--- config.mk ---
export PLATFORM = sky130hd
export DESIGN_NAME = power_06f6_driver
export DESIGN_NICKNAME = d
export VERILOG_FILES = /design/src/rtl/power_06f6_driver.sv
export SDC_FILE = /design/constraint.sdc
export NUM_CORES = 1
export LEC_CHECK = 0
export ABC_AREA = 1
export ABC_CLOCK_PERIOD_IN_PS = 4800
export BUFFER_PORTS_ARGS = -buffer_cell sky130_fd_sc_hd__buf_4
export CAP_MARGIN = 20
export CORE_MARGIN = 4
export CORE_UTILIZATION = 40
export DETAILED_ROUTE_END_ITERATION = 8
export PLACE_DENSITY_LB_ADDON = 0.25
export SYNTH_ARGS = -nofsm -noshare
export SYNTH_HDL_FRONTEND = slang
export SYNTH_SLANG_ARGS = --single-unit
--- constraint.sdc ---
create_clock -name clk -period 4.8 [get_ports clk]
set_clock_uncertainty 0.1 [all_clocks]
set_input_delay 0.48 -clock clk [delete_from_list [all_inputs] [get_ports clk]]
set_output_delay 0.48 -clock clk [all_outputs]
set_load 0.02 [all_outputs]
--- src/rtl/power_06f6_driver.sv ---
// power_06f6_driver
// Sweeps the four stimulus lines of the power_06f6 sub-circuit through all
// 16 input vectors, in binary or Gray order, for PASSES full sweeps. Each
// vector is held for SETTLE cycles and then one SAMPLE cycle, in which n_8
// is compared against the golden function g = n_2 & (n_3 ^ n_4 ^ ~n_1).
// The block accumulates saturating mismatch, ones and toggle counts, and it
// records the first mismatching vector of the run.
module power_06f6_driver #(
    parameter int PASSES = 1,   // full 16-vector sweeps per run, 1..255
    parameter int SETTLE = 1    // hold cycles before n_8 is sampled, 1..15
) (
    input  logic       clk,
    input  logic       rst,
    input  logic       start,
    input  logic       mode,
    output logic       n_1,
    output logic       n_2,
    output logic       n_3,
    output logic       n_4,
    input  logic       n_8,
    output logic       busy,
    output logic       done,
    output logic [7:0] err_cnt,
    output logic [7:0] ones_cnt,
    output logic [7:0] tog_cnt,
    output logic [3:0] first_err_vec,
    output logic       first_err_vld
);

    typedef enum logic [1:0] {
        ST_IDLE,
        ST_SETTLE,
        ST_SAMPLE,
        ST_DONE
    } state_t;

    state_t      state_reg;
    logic [3:0]  idx_reg;        // position within the current sweep
    logic [7:0]  pass_reg;       // completed sweeps in this run
    logic [3:0]  settle_reg;     // cycles already spent in SETTLE
    logic        mode_reg;       // vector order captured at start
    logic        prev_n8_reg;    // previous sample of n_8 in this run
    logic        prev_vld_reg;   // prev_n8_reg holds a real sample

    logic [3:0]  vec_cur;
    logic        golden;
    logic        mismatch;
    logic        last_vec;
    logic        last_pass;
    logic        settle_end;

    // Map a sweep position to the vector that is driven, {n_1,n_2,n_3,n_4}.
    function automatic logic [3:0] vec_of(input logic [3:0] i, input logic m);
        return m ? (i ^ (i >> 1)) : i;
    endfunction

    // Counters stop at 255 instead of wrapping.
    function automatic logic [7:0] sat_inc(input logic [7:0] c);
        return (c == 8'hFF) ? c : c + 8'd1;
    endfunction

    // The comparison uses the registered stimulus, which is what the
    // sub-circuit actually sees during SAMPLE.
    assign vec_cur    = {n_1, n_2, n_3, n_4};
    assign golden     = n_2 & (n_3 ^ n_4 ^ ~n_1);
    assign mismatch   = (n_8 != golden);
    assign last_vec   = (idx_reg == 4'd15);
    assign last_pass  = (pass_reg == 8'(PASSES - 1));
    assign settle_end = (settle_reg == 4'(SETTLE - 1));

    // Sequence controller: all state and registered outputs.
    always_ff @(posedge clk or posedge rst) begin
        if (rst) begin
            state_reg     <= ST_IDLE;
            idx_reg       <= 4'd0;
            pass_reg      <= 8'd0;
            settle_reg    <= 4'd0;
            mode_reg      <= 1'b0;
            prev_n8_reg   <= 1'b0;
            prev_vld_reg  <= 1'b0;
            {n_1, n_2, n_3, n_4} <= 4'd0;
            busy          <= 1'b0;
            done          <= 1'b0;
            err_cnt       <= 8'd0;
            ones_cnt      <= 8'd0;
            tog_cnt       <= 8'd0;
            first_err_vec <= 4'd0;
            first_err_vld <= 1'b0;
        end else begin
            case (state_reg)
                ST_IDLE: begin
                    done <= 1'b0;
                    {n_1, n_2, n_3, n_4} <= 4'd0;
                    if (start) begin
                        idx_reg       <= 4'd0;
                        pass_reg      <= 8'd0;
                        settle_reg    <= 4'd0;
                        mode_reg      <= mode;
                        prev_n8_reg   <= 1'b0;
                        prev_vld_reg  <= 1'b0;
                        err_cnt       <= 8'd0;
                        ones_cnt      <= 8'd0;
                        tog_cnt       <= 8'd0;
                        first_err_vec <= 4'd0;
                        first_err_vld <= 1'b0;
                        busy          <= 1'b1;
                        {n_1, n_2, n_3, n_4} <= vec_of(4'd0, mode);
                        state_reg     <= ST_SETTLE;
                    end
                end

                ST_SETTLE: begin
                    if (settle_end) begin
                        state_reg <= ST_SAMPLE;
                    end else begin
                        settle_reg <= settle_reg + 4'd1;
                    end
                end

                ST_SAMPLE: begin
                    if (mismatch) begin
                        err_cnt <= sat_inc(err_cnt);
                        if (!first_err_vld) begin
                            first_err_vec <= vec_cur;
                            first_err_vld <= 1'b1;
                        end
                    end
                    if (n_8) begin
                        ones_cnt <= sat_inc(ones_cnt);
                    end
                    if (prev_vld_reg && (n_8 != prev_n8_reg)) begin
                        tog_cnt <= sat_inc(tog_cnt);
                    end
                    prev_n8_reg  <= n_8;
                    prev_vld_reg <= 1'b1;
                    settle_reg   <= 4'd0;

                    if (last_vec && last_pass) begin
                        busy      <= 1'b0;
                        done      <= 1'b1;
                        {n_1, n_2, n_3, n_4} <= 4'd0;
                        state_reg <= ST_DONE;
                    end else if (last_vec) begin
                        idx_reg   <= 4'd0;
                        pass_reg  <= pass_reg + 8'd1;
                        {n_1, n_2, n_3, n_4} <= vec_of(4'd0, mode_reg);
                        state_reg <= ST_SETTLE;
                    end else begin
                        idx_reg   <= idx_reg + 4'd1;
                        {n_1, n_2, n_3, n_4} <= vec_of(idx_reg + 4'd1, mode_reg);
                        state_reg <= ST_SETTLE;
                    end
                end

                ST_DONE: begin
                    // start is deliberately ignored here; a new run can
                    // begin only once the FSM is back in IDLE.
                    done      <= 1'b0;
                    state_reg <= ST_IDLE;
                end

                default: begin
                    state_reg <= ST_IDLE;
                end
            endcase
        end
    end

endmodule

# Word level (Yosys, flattened, before mapping)
# Cells that the tools add are included.
# word_totals
regBits,56
latchBits,0
ramBits,0
rom_bits,0
inputBits,5
output_inout_bits,35
elab_cells,122
mem_count,0
# op_classes
n_addsub,6
n_mul,0
div_mod_pow,0
magnitude_cmp,0
n_eq_ne,22
shifts,0
n_mux,49
n_bitwise,5
reduce_logical,22
# ops
cell,n
$mux W8,9
$pmux W8 S2,4
$add A8 B1 Y8 const B,4
$mux W4,7
$ne A2 B2 Y1 const B,13
$eq A8 B8 Y1 const B,3
$reduce_and A4 Y1,5
$pmux W1 S2,9
$pmux W4 S2,2
$mux W1,13
$pmux W4 S3,1
$reduce_and A3 Y1,4
$add A4 B1 Y4 const B,2
$logic_not A8 Y1,1
$pmux W2 S4,1
$reduce_and A2 Y1,4
$mux W2,3
$eq A2 B2 Y1 const B,2
$eq A4 B4 Y1 const B,1
$logic_not A4 Y1,1
$reduce_bool A2 Y1,2
$xor A4 B3 Y4,1
$reduce_bool A3 Y1,1
$eq A2 B1 Y1 const B,1
7 further kinds,10

# Logic depth before layout (Yosys ltp)
# Gate-level depths: netlist (run 1).
# depth
word_depth,6
depth_mapped,13
ltp_nobuf,13

# Worst setup path before layout (run 1)
# No wires, ideal clock.
# synth_timing
path_type,reg2reg
start,reg state_reg[0]
end,reg pass_reg[2]
setup_time_ps,117
arrival_time_ps,1452
required_time_ps,4583
path_slack_ps,3131
path_stages_with_launch,14
n_path_buf,1
period_less_slack_ps,1669
path_cell_list,dfrtp_1 > inv_1 > ha_1 > inv_2 > nor2_8 > inv_6 > nand2_8 > clkinv_8 > nand2_4 > inv_4 > nand2_8 > buf_12 > nand2_2 > o21ai_2
# synth_via
elab_chain_len,3
word_cells_on_any_way,8
cone_classes,4 x eq/ne; 1 x mux; 3 x reduce/logical
# synth_lines
item,line,rtl
from (decl),37,state_t state_reg;
from (signal assigned),74,state_reg <= ST_IDLE;
from (signal assigned),108,state_reg <= ST_SETTLE;
from (signal assigned),114,state_reg <= ST_SAMPLE;
$eq A2 B2 Y1 / $logic_not A2 Y1 (equally long branches),90,case (state_reg)
$ne A2 B2 Y1 (no source line) / $reduce_bool A2 Y1 (equally long branches),--,
$reduce_and A4 Y1 (no source line),--,
to (signal assigned),145,pass_reg <= pass_reg + 8'd1;
to (decl),39,logic [7:0] pass_reg;
# Parallel ways exist; a longest one is shown, timed or not.
# A chain may end at the register's enable or synchronous reset.

# Worst setup path after layout (run 1)
# layout_timing
start,reg state_reg[0]
end,reg tog_cnt[3]
# layout_via
elab_chain_len,3
word_cells_on_any_way,8
cone_classes,4 x eq/ne; 1 x mux; 3 x reduce/logical
# layout_lines
item,line,rtl
$eq A2 B2 Y1 / $logic_not A2 Y1 (equally long branches),90,
$ne A2 B2 Y1 (no source line) / $reduce_bool A2 Y1 (equally long branches),--,
$reduce_and A4 Y1 (no source line),--,
to (signal assigned),132,tog_cnt <= sat_inc(tog_cnt);
to (decl),25,"output logic [7:0] tog_cnt,"
# Parallel ways exist; a longest one is shown, timed or not.

==> results.yml, run 1 <==
run_status:
  status: "completed"
pwr:
  p_int_mw: 1.028
  seq_power_share_pct: 34.2
  power.share.clock_pct: 18.1
  combinationalPowerShare_pct: 47.7
  power_switching_mw: 0.8571
  leakage_nw: 1.887
  power.share.switching_pct: 45.48
  powerDensity_nw_per_um2: 488.9
  ir_drop_mv: 0.2022
place:
  dp.cells: 554
  port_buffers: 39
  place_congestion: 0.8385
  hpwl_mm: 5.015
synthesis:
  synth_area_um2: 3354
  netlist_instances: 416
  synth_fp_nets: 432
  synth_area_per_cell_um2: 8.064
  ys_seq_area_share_pct: 41.78
  synth.ff_latch_count: 56
  yosysWarnings: 0
  synthDistinctLibCells: 39
routing:
  ant_nets: 0
  first_pass_iters: 4
  drc: 0
  wl_per_cell_um: 12.44
  drt_iter0_markers: 88
  drt_wl_total_mm: 6.990
  vias_per_cell: 4.947
  via_count: 2780
finish:
  n_fill_cell: 832
  layout_commonest_cell: "nand2_1"
  final_util_pct: 47.15
  layout.cells.non_filler: 562
  seq_area_um2: 1401
  syn2layout_area_growth_pct: 14.92
  antenna_cells: 0
  fin_nets: 472
  drive_above_1_share_pct: 20.57
  multi_input_area_um2: 1684
  final_cell_mix: "nand2_1, dfrtp_1, inv_1, buf_4, nor2_1"
floorplan:
  rows: 33
  die-area_um2: 9915
  io_pins: 40
  chipHeight_um: 99.58
  start_util_pct: 41.03
  die_w_um: 99.58
  core-area_um2: 8175
timing:
  final.min_clock_period_ns: 2.241
  finalSetupViolCount: 0
  max_freq_mhz: 446.2
  fin_crit_sh_pct: 46.69
  hold_viol: 0
  rsz0062_at_grt: "false"
  worst_slew_pin_slew_ns: 0.7102
  fin_setup_tns_ns: 0
  drv_slew: 0
  slew_headroom_pct: 52.65
clocking:
  clkSinkCount: 56
  cts_buffers: 5
  postCtsSetupRepairBufs: 0
  cts-resized-gates: 0
  htreeDepth: 2
  cts.clk_slew.worst_paths_ns: 0.10
  tritoncts: "done"
  cts_root_buf: "clkbuf_8"
  cts_hold_buffers: 0
  clk-insertion-delay-late_ns: 0.31
  clockBufferDepth: 2
worst_setup_path:
  slowest_delay_ns: 0.40
  crit_type: "reg -> reg"
  critical_path.top_delay_family: "buffers and inverters"
  crit_path_end_kind: "flop"
  cp.buffers_inverters: 4
  critical_path_required_ns: 4.91
  rr_startpoint: "state_reg[0]"
  cp-startpoint: "state_reg[0]"
  cp_cell_sequence: "inv_1, ha_1, buf_4, inv_2, nand2_4, nand2_8, clkinv_8, nand3_4, nor2_1, nand2_1, nand2_1, nor2_1"
  start_kind: "flop"
  crit_arrival_ns: 2.35
  critPathMaxFanout: 30
  r2r_slack_ns: 2.56
  crit_slowest_cell: "dfrtp_1"
grt:
  grt_pass1_wl_mm: 12.08
  gr-total-overflow: 0
  grt_max_degree: 57
  grt_antenna_before_repair: 0
  grt_usage_pct: 14.78
  first_global_vias: 2668
hold_path:
  hold_path_class: "in -> async"
flow_run:
  drv_cap: 0
power groups by stage:
stage / clock, mW / sequential (mW) / combinational, mW
5_1_grt: 0.368 / 0.661 / 1.01
6_report: 0.341 / 0.645 / 0.899
2_1_floorplan: 0 / 0.691 / 0.685
4_1_cts: 0.351 / 0.645 / 0.917
3_5_place_dp: 0 / 0.654 / 0.910
3_3_place_gp: 0 / 0.652 / 0.884
layer usage:
metal / track usage, % / wire (µm) / share of wire, %
met1: 19.30 / 3218 / 46
met5: 0 / 0 / 0
met4: 3.151 / 68 / 0.97
met3: 2.805 / 293 / 4.2
met2: 25.52 / 3410 / 49
per-stage QoR:
step                worst slack, ns  cell area (µm²)  hold slack (ns)  total power, mW
floorplan                     2.849             3354           0.3493            1.375
global placement              2.620             3729           0.3579            1.536
detailed placement            2.561             3729           0.3655            1.563
CTS                           2.527             3855           0.2844            1.913
global route                  2.308             3855           0.2927            2.038
finish                        2.559             3855           0.2666            1.885
cell families (layout without fill, tap and decap cells):
family | after synthesis | after routing | synth area share (%)
XOR/XNOR | 14 | 14 | 3.655
AO/OA/AOI/OAI | 51 | 51 | 9.213
buffers and inverters | 57 | 98 | 8.019
flip-flops | 56 | 56 | 41.78
AND/OR/NAND/NOR | 226 | 226 | 32.90
multiplexers | 1 | 1 | 0.3357
adder cells (fa/ha/maj) | 11 | 11 | 4.103
path summary, 6_finish.rpt:
check                              endpoint  cells past startpoint
max                              tog_cnt[3]                     12
min                              tog_cnt[2]                      3
max reg2reg                      tog_cnt[3]                     12
min reg2reg                first_err_vec[3]                      2
max in group asynchronous        tog_cnt[1]                      3
min in group clk                   mode_reg                      2
cells in the mapped netlist, drive strengths merged:
master	count	area share, %
a31oi	1	0.19
nand4	15	3.2
nand3	36	6.3
ha	11	4.1
or2	6	1.1
o22ai	4	0.75
xnor2	1	0.26
nor3	3	0.45
o21ai	32	5.9
buf	7	1.8
inv	48	5.6
a21oi	10	1.5
o21bai	1	0.22
clkbuf	1	0.11
mux2	1	0.34
dfrtp	56	42
nand2	123	16
clkinv	1	0.49
nor2	43	6.0
xor2	13	3.4
o31ai	3	0.67
worst reg2reg max path, stage by stage, from the launching register on:
cell and delay, ns:
dfrtp_1 0.40, inv_1 0.13, ha_1 0.16, buf_4 0.32, inv_2 0.23, nand2_4 0.15
nand2_8 0.10, clkinv_8 0.11, nand3_4 0.14, nor2_1 0.16, nand2_1 0.06, nand2_1 0.05
nor2_1 0.04
cell type report:
class | count | share of cell area (%)
clock buffer | 7 | 2.499
clock inverter | 1 | 0.7790
inverter | 49 | 5.290
multi-input combinational | 303 | 43.69
sequential | 56 | 36.35
tap | 105 | 3.408
timing repair buffer | 41 | 7.984
Power figures use the tool's default switching activity.
==> inputs of run 2 (changes only) <==
- ABC_CLOCK_PERIOD_IN_PS: 4800 -> 2100
- clock period: 4.8 -> 2.1 ns (I/O delays scaled with it)
==> run 2 against run 1 <==
Wire length down 2.2%; sequential cell count did not move; combinational power rose by 130%; maximum frequency up 23%; clock power rose by 120%; final area increased by 1.1%; utilization increased by 0.50 points; power grew 130%.
==> results.yml, run 2 (synthesis gave the netlist of run 1 again) <==
routing:
  first_pass_iters: 5
  ant_nets: 0
  drc: 0
  drt_iter0_markers: 101
  vias_per_cell: 4.905
  wl_per_cell_um: 12.06
  drt_wl_total_mm: 6.839
  via_count: 2781
clocking:
  tritoncts: "done"
  postCtsSetupRepairBufs: 0
  clk-insertion-delay-late_ns: 0.31
  cts_buffers: 5
  cts_root_buf: "clkbuf_8"
  cts.clk_slew.worst_paths_ns: 0.11
  clkSinkCount: 56
  htreeDepth: 2
  clockBufferDepth: 2
timing:
  drv_slew: 0
  holdWs_ns: 0.02729
  rsz0062_at_grt: "false"
  hold_viol: 0
  fin_setup_tns_ns: 0
  fin_crit_sh_pct: 87.00
  setup_slack_ns: 0.2729
  final.min_clock_period_ns: 1.827
  slew_headroom_pct: 72.22
  worst_slew_pin_slew_ns: 0.4123
  max_freq_mhz: 547.3
  finalSetupViolCount: 0
pwr:
  total_power_mw: 4.319
  ir_drop_mv: 0.4603
  leakage_nw: 1.907
  powerDensity_nw_per_um2: 1108
place:
  hpwl_mm: 5.032
  dp.cells: 558
  preCtsSetupSlack_ns: 0.2655
  place_congestion: 0.7803
  placed_cell_area_um2: 3771
  port_buffers: 39
flow_run:
  drv_cap: 0
worst_setup_path:
  cp_cell_sequence: "inv_1, ha_1, inv_2, nor2_8, inv_6, nand2_8, clkinv_8, nand3_4, inv_1, a21oi_1, nor2_1"
  critical_path_required_ns: 2.21
  slowest_delay_ns: 0.40
  crit_slowest_cell: "dfrtp_1"
  crit_path_end_kind: "flop"
  worstReg2RegEnd: "tog_cnt[2]"
  cp-startpoint: "state_reg[0]"
  r2r_slack_ns: 0.27
  start_kind: "flop"
  crit_type: "reg -> reg"
  crit_path_frequent_cell: "inv_1"
  critPathMaxFanout: 17
  rr_startpoint: "state_reg[0]"
  worstRegToRegCells: 11
  crit_arrival_ns: 1.94
hold_path:
  hold_path_class: "in -> reg"
  worstHoldPathCells: 2
  holdCritStartpoint: "mode"
  whs_endpoint: "mode_reg"
floorplan:
  die-area_um2: 9915
  start_util_pct: 41.03
  die_w_um: 99.58
  core-area_um2: 8175
  io_pins: 40
  chipHeight_um: 99.58
  rows: 33
finish:
  final_cell_mix: "nand2_1, dfrtp_1, buf_4"
  final_area_um2: 3896
  syn2layout_area_growth_pct: 16.15
  drive_above_1_share_pct: 21.21
  antenna_cells: 0
  layout_commonest_cell: "nand2_1"
  fin_nets: 477
  layout.cells.non_filler: 567
  final_util_pct: 47.66
grt:
  grt_pass1_wl_mm: 12.46
  gr-total-overflow: 0
  first_global_vias: 2657
  grt_max_degree: 57
  grt_usage_pct: 15.19
  grt_antenna_before_repair: 0
run_status:
  status: "completed"
[run 2: layout make-up]
type	instances	area, µm²
fill	816	4279
multi-input combinational	303	1684
sequential	56	1401
timing repair buffer	46	360.3
inverter	49	203.9
tap	105	131.4
clock buffer	5	68.82
clock inverter	3	46.29
[run 2: power breakdown]
part           switching (mW)  internal (mW)  leakage, nW  total, mW
Sequential              0.201           1.28        0.758       1.48
Clock                   0.374          0.360       0.0548      0.734
Combinational            1.41          0.699         1.09       2.11
Total                    1.98           2.33         1.91       4.32
[run 2: routing by layer]
layer	vias to the layer above	wire (µm)	GRT usage (%)
li1	1434	-	-
met2	54	3183	24.59
met5	-	0	0
met4	0	87	3.887
met1	1284	3307	21.09
met3	9	261	2.665
[run 2: worst max path at each step]
| stage | end | cells past startpoint |
|---|---|---|
| 5_1_grt | settle_reg[0] | 8 |
| 3_3_place_gp | err_cnt[1] | 7 |
| 4_1_cts | first_err_vec[1] | 7 |
| 3_5_place_dp | tog_cnt[5] | 11 |
| 6_report | tog_cnt[2] | 11 |
| 2_1_floorplan | busy | 1 |
[run 2: critical path: cells and delay by family (launching register included)]
kind | cells | cell delay [ns]
flops | 1 | 0.40
buf+inv | 5 | 0.47
fa+ha+maj | 1 | 0.20
compound gates | 1 | 0.13
simple gates | 4 | 0.43
[run 2: repair_timing]
item                       4_1_cts  5_1_grt
gates resized for setup          0        0
setup endpoints to repair        0        0
hold buffers                     1        0
hold endpoints to repair        56        0
